===== src/rtl/video_format_regularizer_if.sv =====
// AXI4-Stream video link used on both sides of the frame regularizer.
interface video_format_regularizer_if #(
  parameter int TUSER_WIDTH = 1,
  parameter int TDATA_WIDTH = 24
);
  logic [TUSER_WIDTH-1:0] tuser;
  logic                   tlast;
  logic [TDATA_WIDTH-1:0] tdata;
  logic                   tvalid;
  logic                   tready;

  modport master (output tuser, tlast, tdata, tvalid, input tready);
  modport slave  (input tuser, tlast, tdata, tvalid, output tready);
endinterface


===== src/rtl/video_format_regularizer.sv =====
// Forces raw AXI4-Stream video into frames of exactly width x height beats (pad/truncate).
// Optional stall timeout in RUN is enabled by defining VIDEO_REGULARIZER_TIMEOUT_EN.
module video_format_regularizer #(
  parameter int TUSER_WIDTH   = 1,
  parameter int TDATA_WIDTH   = 24,
  parameter int H_WIDTH       = 12,
  parameter int V_WIDTH       = 12,
  parameter int INDEX_WIDTH   = 8,
  parameter int TIMEOUT_WIDTH = 16
) (
  input  logic                     aclk,
  input  logic                     aresetn,
  input  logic                     ctl_enable,
  output logic                     ctl_busy,
  output logic [INDEX_WIDTH-1:0]   ctl_index,
  output logic [2:0]               err_status,
  input  logic                     err_clear,
  input  logic [H_WIDTH-1:0]       param_width,
  input  logic [V_WIDTH-1:0]       param_height,
  input  logic [TDATA_WIDTH-1:0]   param_fill,
  input  logic [TIMEOUT_WIDTH-1:0] param_timeout,
  video_format_regularizer_if.slave  s_axi4s,
  video_format_regularizer_if.master m_axi4s
);

  typedef enum logic [2:0] {IDLE, SYNC, RUN, FILL_LINE, SKIP_LINE, FILL_FRAME} state_e;

  localparam logic [H_WIDTH-1:0]     H_ONE   = 1;
  localparam logic [V_WIDTH-1:0]     V_ONE   = 1;
  localparam logic [INDEX_WIDTH-1:0] IDX_ONE = 1;

  state_e                 state_q, state_d;
  logic [H_WIDTH-1:0]     x_q, x_d, width_q, width_d;
  logic [V_WIDTH-1:0]     y_q, y_d, height_q, height_d;
  logic [TDATA_WIDTH-1:0] fill_q, fill_d;
  logic                   mValid_q, mValid_d, mLast_q, mLast_d;
  logic [TUSER_WIDTH-1:0] mUser_q, mUser_d;
  logic [TDATA_WIDTH-1:0] mData_q, mData_d;
  logic [INDEX_WIDTH-1:0] index_q, index_d;
  logic [2:0]             err_q, err_d, errSet;

  logic cke, sof, atOrigin, lineEnd, frameEnd, sReady, sHs;
  logic emit, useInput, enterSync, timeoutHit;

  assign cke      = !mValid_q || m_axi4s.tready;
  assign sof      = s_axi4s.tuser[0];
  assign atOrigin = (x_q == '0) && (y_q == '0);
  assign lineEnd  = (x_q == (width_q - H_ONE));
  assign frameEnd = lineEnd && (y_q == (height_q - V_ONE));
  assign sHs      = s_axi4s.tvalid && sReady;

`ifdef VIDEO_REGULARIZER_TIMEOUT_EN
  localparam logic [TIMEOUT_WIDTH-1:0] T_ONE = 1;
  logic [TIMEOUT_WIDTH-1:0] timer_q, timer_d;

  assign timeoutHit = (state_q == RUN) && (param_timeout != '0) && (timer_q >= param_timeout);

  // Idle-input cycles in RUN; only counted while the output stage could have moved.
  always_comb begin
    timer_d = timer_q;
    if (state_q != RUN) begin
      timer_d = '0;
    end else if (cke) begin
      if (sHs) begin
        timer_d = '0;
      end else if (!s_axi4s.tvalid && !timeoutHit) begin
        timer_d = timer_q + T_ONE;
      end
    end
  end

  always_ff @(posedge aclk or negedge aresetn) begin
    if (!aresetn) begin
      timer_q <= '0;
    end else begin
      timer_q <= timer_d;
    end
  end
`else
  logic unusedTimeout;
  assign unusedTimeout = ^param_timeout;
  assign timeoutHit    = 1'b0;
`endif

  always_ff @(posedge aclk or negedge aresetn) begin
    if (!aresetn) begin
      state_q  <= IDLE;
      x_q      <= '0;
      y_q      <= '0;
      width_q  <= H_ONE;
      height_q <= V_ONE;
      fill_q   <= '0;
      mValid_q <= 1'b0;
      mUser_q  <= '0;
      mLast_q  <= 1'b0;
      mData_q  <= '0;
      index_q  <= '0;
      err_q    <= '0;
    end else begin
      state_q  <= state_d;
      x_q      <= x_d;
      y_q      <= y_d;
      width_q  <= width_d;
      height_q <= height_d;
      fill_q   <= fill_d;
      mValid_q <= mValid_d;
      mUser_q  <= mUser_d;
      mLast_q  <= mLast_d;
      mData_q  <= mData_d;
      index_q  <= index_d;
      err_q    <= err_d;
    end
  end

  // IDLE and SKIP_LINE only discard input, so they move regardless of the output stage.
  always_comb begin
    state_d   = state_q;
    x_d       = x_q;
    y_d       = y_q;
    width_d   = width_q;
    height_d  = height_q;
    fill_d    = fill_q;
    mValid_d  = mValid_q;
    mUser_d   = mUser_q;
    mLast_d   = mLast_q;
    mData_d   = mData_q;
    index_d   = index_q;
    errSet    = '0;
    emit      = 1'b0;
    useInput  = 1'b0;
    enterSync = 1'b0;

    unique case (state_q)
      IDLE: begin
        x_d = '0;
        y_d = '0;
        if (ctl_enable) begin
          state_d   = SYNC;
          enterSync = 1'b1;
        end
      end
      SYNC: begin
        if (cke) begin
          if (!ctl_enable) begin
            state_d = IDLE;
          end else if (s_axi4s.tvalid && sof) begin
            emit     = 1'b1;
            useInput = 1'b1;
          end
        end
      end
      RUN: begin
        if (cke) begin
          if (timeoutHit || (s_axi4s.tvalid && sof && !atOrigin)) begin
            errSet[2] = 1'b1;
            state_d   = FILL_FRAME;
          end else if (s_axi4s.tvalid) begin
            emit     = 1'b1;
            useInput = 1'b1;
          end
        end
      end
      SKIP_LINE: begin
        if (s_axi4s.tvalid && sof) begin
          errSet[2] = 1'b1;
          state_d   = FILL_FRAME;
        end else if (s_axi4s.tvalid && s_axi4s.tlast) begin
          state_d = RUN;
        end
      end
      FILL_LINE, FILL_FRAME: begin
        emit = cke;
      end
      default: begin
        state_d = IDLE;
      end
    endcase

    if (cke) begin
      mValid_d = emit;
    end

    if (emit) begin
      mUser_d    = useInput ? s_axi4s.tuser : '0;
      mUser_d[0] = atOrigin;
      mLast_d    = lineEnd;
      mData_d    = useInput ? s_axi4s.tdata : fill_q;
      errSet[1]  = useInput && lineEnd && !s_axi4s.tlast;
      errSet[0]  = useInput && !lineEnd && s_axi4s.tlast;
      if (lineEnd) begin
        x_d = '0;
        y_d = frameEnd ? '0 : (y_q + V_ONE);
      end else begin
        x_d = x_q + H_ONE;
      end
      if (frameEnd) begin
        index_d = index_q + IDX_ONE;
        if (ctl_enable) begin
          state_d   = SYNC;
          enterSync = 1'b1;
        end else begin
          state_d = IDLE;
        end
      end else if (errSet[1]) begin
        state_d = SKIP_LINE;
      end else if (errSet[0]) begin
        state_d = FILL_LINE;
      end else if ((state_q == FILL_LINE) && lineEnd) begin
        state_d = RUN;
      end else if (state_q == SYNC) begin
        state_d = RUN;
      end
    end

    if (enterSync) begin
      width_d  = (param_width == '0) ? H_ONE : param_width;
      height_d = (param_height == '0) ? V_ONE : param_height;
      fill_d   = param_fill;
    end

    err_d = (err_clear ? 3'b000 : err_q) | errSet;
  end

  // A misplaced SOF or a pending timeout must stay unconsumed so SYNC can pick it up.
  always_comb begin
    sReady = 1'b0;
    unique case (state_q)
      IDLE:      sReady = 1'b1;
      SYNC:      sReady = cke;
      RUN:       sReady = cke && !(sof && !atOrigin) && !timeoutHit;
      SKIP_LINE: sReady = !sof;
      default:   sReady = 1'b0;
    endcase
  end

  assign s_axi4s.tready = sReady;
  assign m_axi4s.tvalid = mValid_q;
  assign m_axi4s.tuser  = mUser_q;
  assign m_axi4s.tlast  = mLast_q;
  assign m_axi4s.tdata  = mData_q;
  assign ctl_busy       = (state_q != IDLE);
  assign ctl_index      = index_q;
  assign err_status     = err_q;

endmodule


===== src/flat_wrapper.sv =====
// flat-port wrapper written by rule: the top's interface ports become plain ports
module video_format_regularizer_flat 
#(
  parameter int TUSER_WIDTH   = 1,
  parameter int TDATA_WIDTH   = 24,
  parameter int H_WIDTH       = 12,
  parameter int V_WIDTH       = 12,
  parameter int INDEX_WIDTH   = 8,
  parameter int TIMEOUT_WIDTH = 16
)
  (aclk, aresetn, ctl_enable, ctl_busy, ctl_index, err_status, err_clear, param_width, param_height, param_fill, param_timeout, s_axi4s_tuser, s_axi4s_tlast, s_axi4s_tdata, s_axi4s_tvalid, s_axi4s_tready, m_axi4s_tuser, m_axi4s_tlast, m_axi4s_tdata, m_axi4s_tvalid, m_axi4s_tready);
  video_format_regularizer_if #(.TUSER_WIDTH(TUSER_WIDTH), .TDATA_WIDTH(TDATA_WIDTH)) s_axi4s_i ();
  video_format_regularizer_if #(.TUSER_WIDTH(TUSER_WIDTH), .TDATA_WIDTH(TDATA_WIDTH)) m_axi4s_i ();
  input  logic aclk;
  input  logic aresetn;
  input  logic ctl_enable;
  output logic ctl_busy;
  output logic [INDEX_WIDTH-1:0] ctl_index;
  output logic [2:0] err_status;
  input  logic err_clear;
  input  logic [H_WIDTH-1:0] param_width;
  input  logic [V_WIDTH-1:0] param_height;
  input  logic [TDATA_WIDTH-1:0] param_fill;
  input  logic [TIMEOUT_WIDTH-1:0] param_timeout;
  input wire logic [$bits(s_axi4s_i.tuser)-1:0] s_axi4s_tuser;
  input wire logic [$bits(s_axi4s_i.tlast)-1:0] s_axi4s_tlast;
  input wire logic [$bits(s_axi4s_i.tdata)-1:0] s_axi4s_tdata;
  input wire logic [$bits(s_axi4s_i.tvalid)-1:0] s_axi4s_tvalid;
  output wire logic [$bits(s_axi4s_i.tready)-1:0] s_axi4s_tready;
  output wire logic [$bits(m_axi4s_i.tuser)-1:0] m_axi4s_tuser;
  output wire logic [$bits(m_axi4s_i.tlast)-1:0] m_axi4s_tlast;
  output wire logic [$bits(m_axi4s_i.tdata)-1:0] m_axi4s_tdata;
  output wire logic [$bits(m_axi4s_i.tvalid)-1:0] m_axi4s_tvalid;
  input wire logic [$bits(m_axi4s_i.tready)-1:0] m_axi4s_tready;
  assign s_axi4s_i.tuser = s_axi4s_tuser;
  assign s_axi4s_i.tlast = s_axi4s_tlast;
  assign s_axi4s_i.tdata = s_axi4s_tdata;
  assign s_axi4s_i.tvalid = s_axi4s_tvalid;
  assign s_axi4s_tready = s_axi4s_i.tready;
  assign m_axi4s_tuser = m_axi4s_i.tuser;
  assign m_axi4s_tlast = m_axi4s_i.tlast;
  assign m_axi4s_tdata = m_axi4s_i.tdata;
  assign m_axi4s_tvalid = m_axi4s_i.tvalid;
  assign m_axi4s_i.tready = m_axi4s_tready;
  video_format_regularizer #(.TUSER_WIDTH(TUSER_WIDTH), .TDATA_WIDTH(TDATA_WIDTH), .H_WIDTH(H_WIDTH), .V_WIDTH(V_WIDTH), .INDEX_WIDTH(INDEX_WIDTH), .TIMEOUT_WIDTH(TIMEOUT_WIDTH)) u_core (.aclk(aclk), .aresetn(aresetn), .ctl_enable(ctl_enable), .ctl_busy(ctl_busy), .ctl_index(ctl_index), .err_status(err_status), .err_clear(err_clear), .param_width(param_width), .param_height(param_height), .param_fill(param_fill), .param_timeout(param_timeout), .s_axi4s(s_axi4s_i), .m_axi4s(m_axi4s_i));
endmodule

===== config.mk =====
export PLATFORM = sky130hd
export DESIGN_NAME = video_format_regularizer_flat
export DESIGN_NICKNAME = d
export VERILOG_FILES = /design/src/rtl/video_format_regularizer_if.sv /design/src/rtl/video_format_regularizer.sv /design/src/flat_wrapper.sv
export SDC_FILE = /design/constraint.sdc
export NUM_CORES = 1
export LEC_CHECK = 0
export ABC_AREA = 1
export CAP_MARGIN = 20
export CORE_UTILIZATION = 40
export DETAILED_ROUTE_END_ITERATION = 16
export HOLD_SLACK_MARGIN = 0.12
export SYNTH_ARGS = -nofsm -noshare
export SYNTH_HDL_FRONTEND = slang
export SYNTH_SLANG_ARGS = --single-unit

===== constraint.sdc =====
create_clock -name aclk -period 3.1 [get_ports aclk]
set_input_delay 0.62 -clock aclk [delete_from_list [all_inputs] [get_ports aclk]]
set_output_delay 0.62 -clock aclk [all_outputs]
set_load 0.1 [all_outputs]

==> results of run 1 <==
==> flip-flops by register name (all words and copies together), names as in the netlist <==
signal                 flops
u_core.ctl_index           8
u_core.err_status          3
u_core.fill_q             24
u_core.height_q           12
u_core.m_axi4s.tdata      24
u_core.m_axi4s.tlast       1
u_core.m_axi4s.tuser       1
u_core.m_axi4s.tvalid      1
u_core.state_q             3
u_core.width_q            12
u_core.x_q                12
u_core.y_q                12
==> power groups by stage <==
stage                     registers [mW]  clock network (mW)  logic, mW
after detailed placement            2.46                   0       4.76
after floorplan                     3.61                   0       2.50
after global placement              2.46                   0       4.72
after CTS                           2.45                2.03       4.77
final                               2.45                1.99       4.75
after global routing                2.53                2.10       5.22
==> worst reg2reg max path: cells and delay by family (launching register included) <==
| kind | cells | cell delay, ns |
|---|---|---|
| flip-flops | 1 | 0.55 |
| buffers and inverters | 2 | 0.42 |
| adder cells (fa/ha/maj) | 1 | 0.33 |
| AND/OR/NAND/NOR | 10 | 1.31 |
==> cell type report <==
type,instances,area [sq um]
flip-flops and latches,113,2830
well taps,220,275.3
repair buffers,134,1239
inverters,93,349.1
multi-input cells,705,3433
clock buffers,19,452.9
clock inverters,13,151.4
fillers,1661,7911
==> final timing paths <==
path	from	end	cells after the start
max	u_core.y_q[0]	s_axi4s_tready	9
min	aresetn	u_core.width_q[6]	1
max reg2reg	u_core.width_q[0]	u_core.fill_q[0]	13
min reg2reg	u_core.err_status[1]	u_core.err_status[1]	2
max in group asynchronous	aresetn	u_core.ctl_index[5]	2
min in group aclk	u_core.err_status[1]	u_core.err_status[1]	2
==> cell families after synthesis <==
kind of cell | synth area share (%)
compound gates | 6.248
xor+xnor | 4.104
fa+ha+maj | 1.282
buf+inv | 8.281
flops | 41.44
simple gates | 38.64
==> Yosys cell counts (all sizes together), types with 3 or more instances <==
cell type	n
nand2	300
nand3	151
dfrtp	111
nor2	95
inv	90
o21ai	27
xor2	25
a31oi	24
buf	21
nand4	19
clkbuf	16
nor3	10
nor4	10
o22ai	10
ha	7
xnor2	7
or2	5
a21oi	3
clkinv	3
nand3b	3
==> layer usage <==
metal | routed length, um | vias up | GRT usage [%]
met4 | 227 | 0 | 6.386
met1 | 8990 | 2969 | 29.99
met2 | 8507 | 168 | 35.53
met3 | 1055 | 19 | 6.284
met5 | 0 | - | 0
li1 | - | 3341 | -
==> metrics by stage <==
| step | setup slack, ns | hold WS [ns] | util [%] | power [mW] | instance area (sq um) |
|---|---|---|---|---|---|
| after global routing | 0.09948 | 0.2703 | 52.46 | 9.854 | 8731 |
| after global placement | 0.3510 | 0.4734 | 48.83 | 7.184 | 8127 |
| after floorplan | 0.2510 | 0.3244 | - | 6.109 | 6830 |
| after detailed placement | 0.3603 | 0.4696 | 48.83 | 7.221 | 8127 |
| final | 0.2622 | 0.2331 | 52.46 | 9.189 | 8731 |
| after CTS | 0.2010 | 0.2414 | 52.46 | 9.251 | 8731 |
==> flow_summary_export.csv, run 1 <==
group,metric,value,unit
run_status,run_status,"complete, no violations",
synth,synthTopCellsByArea,"dfrtp_1 41%, nand2_1 16%, nand3_1 11%",
power_and_ir_drop,p_leak,4.190,nW
final_layout,layout_common_cells,"296 x nand2_1, 147 x nand3_1, 111 x dfrtp_1",
worst_setup_path,worst-path-buf-inv,2,
power_and_ir_drop,p_switching,4.587,mW
final_layout,final_cells,1297,
power_and_ir_drop,ir_drop,0.9487,mV
power_and_ir_drop,sequentialPowerShare,26.7,%
clock_tree,h-tree-depth,4,
floorplan,io-pin-count,136,
floorplan,design.core.area,16640,sq um
synth,synth_fp_nets,1051,
detailed_routing,ant_nets,0,
clock_tree,cts_hold_buf,0,
timing,fin_crit_sh,91.54,%
detailed_routing,drt_pass1_iterations,5,
worst_setup_path,critPathKind,"flop to output port",
final_layout,fin_nets,1167,
worst_setup_path,cp.required,2.48,ns
global_routing,grt_max_degree,53,
floorplan,rows,47,
timing,slew_headroom,57.22,%
worst_hold_path,hold_path.class,"primary input to async pin",
timing,period_needed,2.838,ns
synth,syn_area,6829,sq um
detailed_routing,routedWlPerCell,14.48,um
detailed_routing,dr_total_vias,6497,
timing,hold_violations,0,
synth,yosysUniqueCellTypes,40,
power_and_ir_drop,internal_power,4.602,mW
final_layout,layout-drive-gt1-share,11.70,%
clock_tree,cts_made_buffers,17,
placement,dp_hpwl,13.41,mm
synth,postSynthCellCount,948,
power_and_ir_drop,switching_share,49.92,%
floorplan,die_area,17600,sq um
worst_setup_path,endpoint_kind,"output port",
final_layout,syn2layout_area_growth,27.85,%
timing,clock_skew,0.01218,ns
synth,synth_edf_count,0,
worst_setup_path,crit_fanout,5,
clock_tree,clockBufferDepth,2,
synth,yosysSeqAreaShare,41.44,%
clock_tree,clock_latency,0.41,ns
clock_tree,cts_setup_buffers,0,
global_routing,grt_pass1_vias,6333,
global_routing,grt_pass1_wl,31.22,mm
synth,synth-async-reset-ratio,100.0,%
synth,synth_top_area_share,40.67,%
synth,synthFlopType,"dfrtp_1",
final_layout,final_common_cell,"nand2_1",
power_and_ir_drop,powerDensity,1052,nW/um^2
timing,setup_viol,0,
worst_setup_path,crit_path_start_kind,"flop",
detailed_routing,routed_via_density,5.009,
worst_setup_path,cp_slowest_cell,"dfrtp_1",
worst_setup_path,crit_family,"simple AND/OR/NAND/NOR gates",
synth,yosys.area.top_type,"dfrtp_1",
synth,synth-seq-cells,113,
worst_setup_path,rrSetupSlack,0.38,ns
timing,maxSlewViolCount,0,
global_routing,track_usage,22.47,%
timing,finalSetupTns,0,ns
placement,io_buffers,119,
timing,rsz0062_at_grt,"no",
worst_setup_path,cp_cell_sequence,"inv_1 > ha_1 > nand4_1 > nor2_1 > nand3_1 > nand2_1 > a22oi_1 > o211ai_1 > buf_12",
detailed_routing,first_iter_violations,384,
detailed_routing,routed_wl,18.78,mm
clock_tree,cts_resized,0,
final_layout,diodes,0,
clock_tree,clk_pin_slew,0.06,ns
power_and_ir_drop,p_clk_share,21.7,%
global_routing,overflow,0,
floorplan,die_w,132.7,um
detailed_routing,drc,0,
clock_tree,cts_root_buf,"clkbuf_16",
clock_tree,tritoncts,"built",
timing,worst_slew_pin_slew,0.6358,ns
floorplan,start_util,41.03,%
floorplan,die_h,132.7,um
placement,gp_congestion,0.8805,
power_and_ir_drop,p_comb_share,51.6,%
placement,dp.cells,1265,
worst_setup_path,cp_slowest_stage_delay,0.42,ns
clock_tree,clock-sinks,113,
synth,ys_warn_count,0,
worst_setup_path,arrival,2.22,ns
job,cap_violations,0,
timing,max_freq,352.4,MHz
synth,avgSynthCellArea,7.204,sq um
global_routing,antenna_found_initial,0,
Power figures use the tool's default switching activity.
==> run 2, diff against run 1 <==
- CAP_MARGIN: 20 -> 5
==> results of run 2 <==
No change in the layout: final DEF, timing and power equal those of run 1.
==> run 3, diff against run 2 <==
- PLACE_DENSITY: unset -> 0.61
==> run 3 against run 2 <==
Net effect: clock skew shrank 0.0016 ns; first-iteration DRC count up 0.26%; power decreased by 0.97%; die area unchanged; worst setup slack worse by 0.037 ns; global-route usage grew 0.20 points; flip-flop and latch count did not move; largest power group unchanged; sequential power about the same; design area fell by 0.34%; via count fell by 0.72%.
==> flow_summary_export.csv, run 3 (synthesized netlist as in run 1, its figures left out) <==
group,metric,value,unit
final_layout,regArea,2830,sq um
worst_setup_path,cp_cell_sequence,"inv_1 > ha_1 > nand4_1 > nor2_1 > nand3_1 > nand2_1 > a22oi_1 > o211ai_1 > buf_12",
clock_tree,h-tree-depth,4,
detailed_routing,routed_via_density,4.973,
worst_setup_path,worst-path-buf-inv,2,
worst_setup_path,r2r-start,"u_core.width_q[0]",
worst_setup_path,startpoint,"u_core.y_q[0]",
clock_tree,clk_pin_slew,0.06,ns
placement,io_buffers,119,
clock_tree,cts_resized,0,
placement,dp.cells,1265,
global_routing,antenna_found_initial,0,
clock_tree,cts_made_buffers,17,
power_and_ir_drop,p_clk_share,21.0,%
power_and_ir_drop,switching_share,50.63,%
floorplan,die_w,132.7,um
clock_tree,clockBufferDepth,2,
global_routing,track_usage,22.67,%
floorplan,start_util,41.03,%
floorplan,io-pin-count,136,
worst_setup_path,cp_slowest_stage_delay,0.42,ns
job,cap_violations,0,
timing,worst_slew_pin_slew,0.7332,ns
power_and_ir_drop,internal_power,4.492,mW
floorplan,die_area,17600,sq um
worst_setup_path,crit_path_start_kind,"flop",
floorplan,design.core.area,16640,sq um
worst_setup_path,crit_family,"simple AND/OR/NAND/NOR gates",
detailed_routing,ant_nets,0,
timing,setup_viol,0,
clock_tree,cts_setup_buffers,0,
detailed_routing,first_iter_violations,385,
final_layout,final_common_cell,"nand2_1",
final_layout,layout-drive-gt1-share,11.61,%
detailed_routing,routedWlPerCell,14.55,um
worst_setup_path,endpoint_kind,"output port",
timing,finalSetupTns,0,ns
power_and_ir_drop,p_switching,4.607,mW
final_layout,final_cells,1297,
final_layout,multi_input_area,3433,sq um
final_layout,fin_nets,1167,
power_and_ir_drop,total_power,9.100,mW
clock_tree,clock_latency,0.42,ns
global_routing,grt_pass1_vias,6205,
global_routing,grt_max_degree,52,
final_layout,layout_common_cells,"296 x nand2_1, 147 x nand3_1, 111 x dfrtp_1",
placement,gp_congestion,0.8550,
floorplan,die_h,132.7,um
timing,slew_headroom,50.67,%
worst_setup_path,cp_slowest_cell,"dfrtp_1",
power_and_ir_drop,ir_drop,0.8566,mV
detailed_routing,drc,0,
power_and_ir_drop,powerDensity,1046,nW/um^2
worst_setup_path,crit_fanout,5,
clock_tree,cts_root_buf,"clkbuf_16",
global_routing,overflow,0,
detailed_routing,routed_wl,18.87,mm
run_status,run_status,"complete, no violations",
clock_tree,cts_hold_buf,0,
worst_hold_path,hold_path.class,"primary input to async pin",
final_layout,syn2layout_area_growth,27.41,%
detailed_routing,drt_pass1_iterations,5,
worst_setup_path,cp.required,2.48,ns
worst_setup_path,arrival,2.25,ns
final_layout,fillers,1656,
timing,max_freq,347.9,MHz
timing,whs,0.2075,ns
detailed_routing,dr_total_vias,6450,
timing,maxSlewViolCount,0,
floorplan,rows,47,
timing,rsz0062_at_grt,"no",
final_layout,diodes,0,
clock_tree,clock-sinks,113,
global_routing,grt_pass1_wl,31.31,mm
power_and_ir_drop,sequentialPowerShare,27.0,%
worst_setup_path,critPathKind,"flop to output port",
timing,hold_violations,0,
timing,clock_skew,0.01054,ns
power_and_ir_drop,p_leak,4.180,nW
timing,fin_crit_sh,92.72,%
clock_tree,tritoncts,"built",
power_and_ir_drop,p_comb_share,52.1,%
timing,period_needed,2.874,ns
placement,dp_hpwl,13.63,mm
==> run 3: area by class of cell <==
type                            count  share of cell area (%)
Timing Repair Buffer              134                   14.24
Multi-Input combinational cell    705                   39.46
Clock buffer                       18                   4.932
Tap cell                          220                   3.164
Inverter                           93                   4.012
Clock inverter                     14                   1.668
Sequential cell                   113                   32.53
==> run 3: worst paths after layout <==
| check | to | slack [ns] | depth (start not counted) |
|---|---|---|---|
| min | u_core.width_q[6] | 0.21 | 1 |
| min in group aclk | u_core.err_status[1] | 0.49 | 2 |
| max in group asynchronous | u_core.height_q[0] | 2.14 | 2 |
| max | s_axi4s_tready | 0.23 | 9 |
| min reg2reg | u_core.err_status[1] | 0.49 | 2 |
| max reg2reg | u_core.y_q[1] | 0.33 | 12 |
==> run 3: metal layers <==
layer	share of wire [%]	track usage [%]	vias up
met3	5.6	6.398	17
met5	0	0	-
li1	-	-	3333
met4	1.5	7.216	0
met2	45	35.76	157
met1	47	30.01	2943
==> run 3: power by group through the flow <==
stage	Combinational, mW	Clock (mW)	Sequential (mW)
2_1_floorplan	2.50	0	3.61
5_1_grt	5.23	2.01	2.53
6_report	4.74	1.91	2.45
3_5_place_dp	4.77	0	2.47
3_3_place_gp	4.72	0	2.46
4_1_cts	4.78	1.94	2.46
==> run 3: worst register-to-register path, delay by kind of cell (launching register included) <==
family          cells  cell delay [ns]
fa+ha+maj           1             0.31
compound gates      1             0.40
buf+inv             2             0.13
simple gates        8             1.28
flops               1             0.55
==> run 3: per-stage QoR <==
stage / cell area, sq um / setup WS (ns) / util, %
finish: 8701 / 0.2256 / 52.28
global route: 8701 / 0.05022 / 52.28
CTS: 8701 / 0.1772 / 52.28
detailed placement: 8127 / 0.3102 / 48.83
global placement: 8127 / 0.3538 / 48.83
floorplan: 6830 / 0.2510 / -
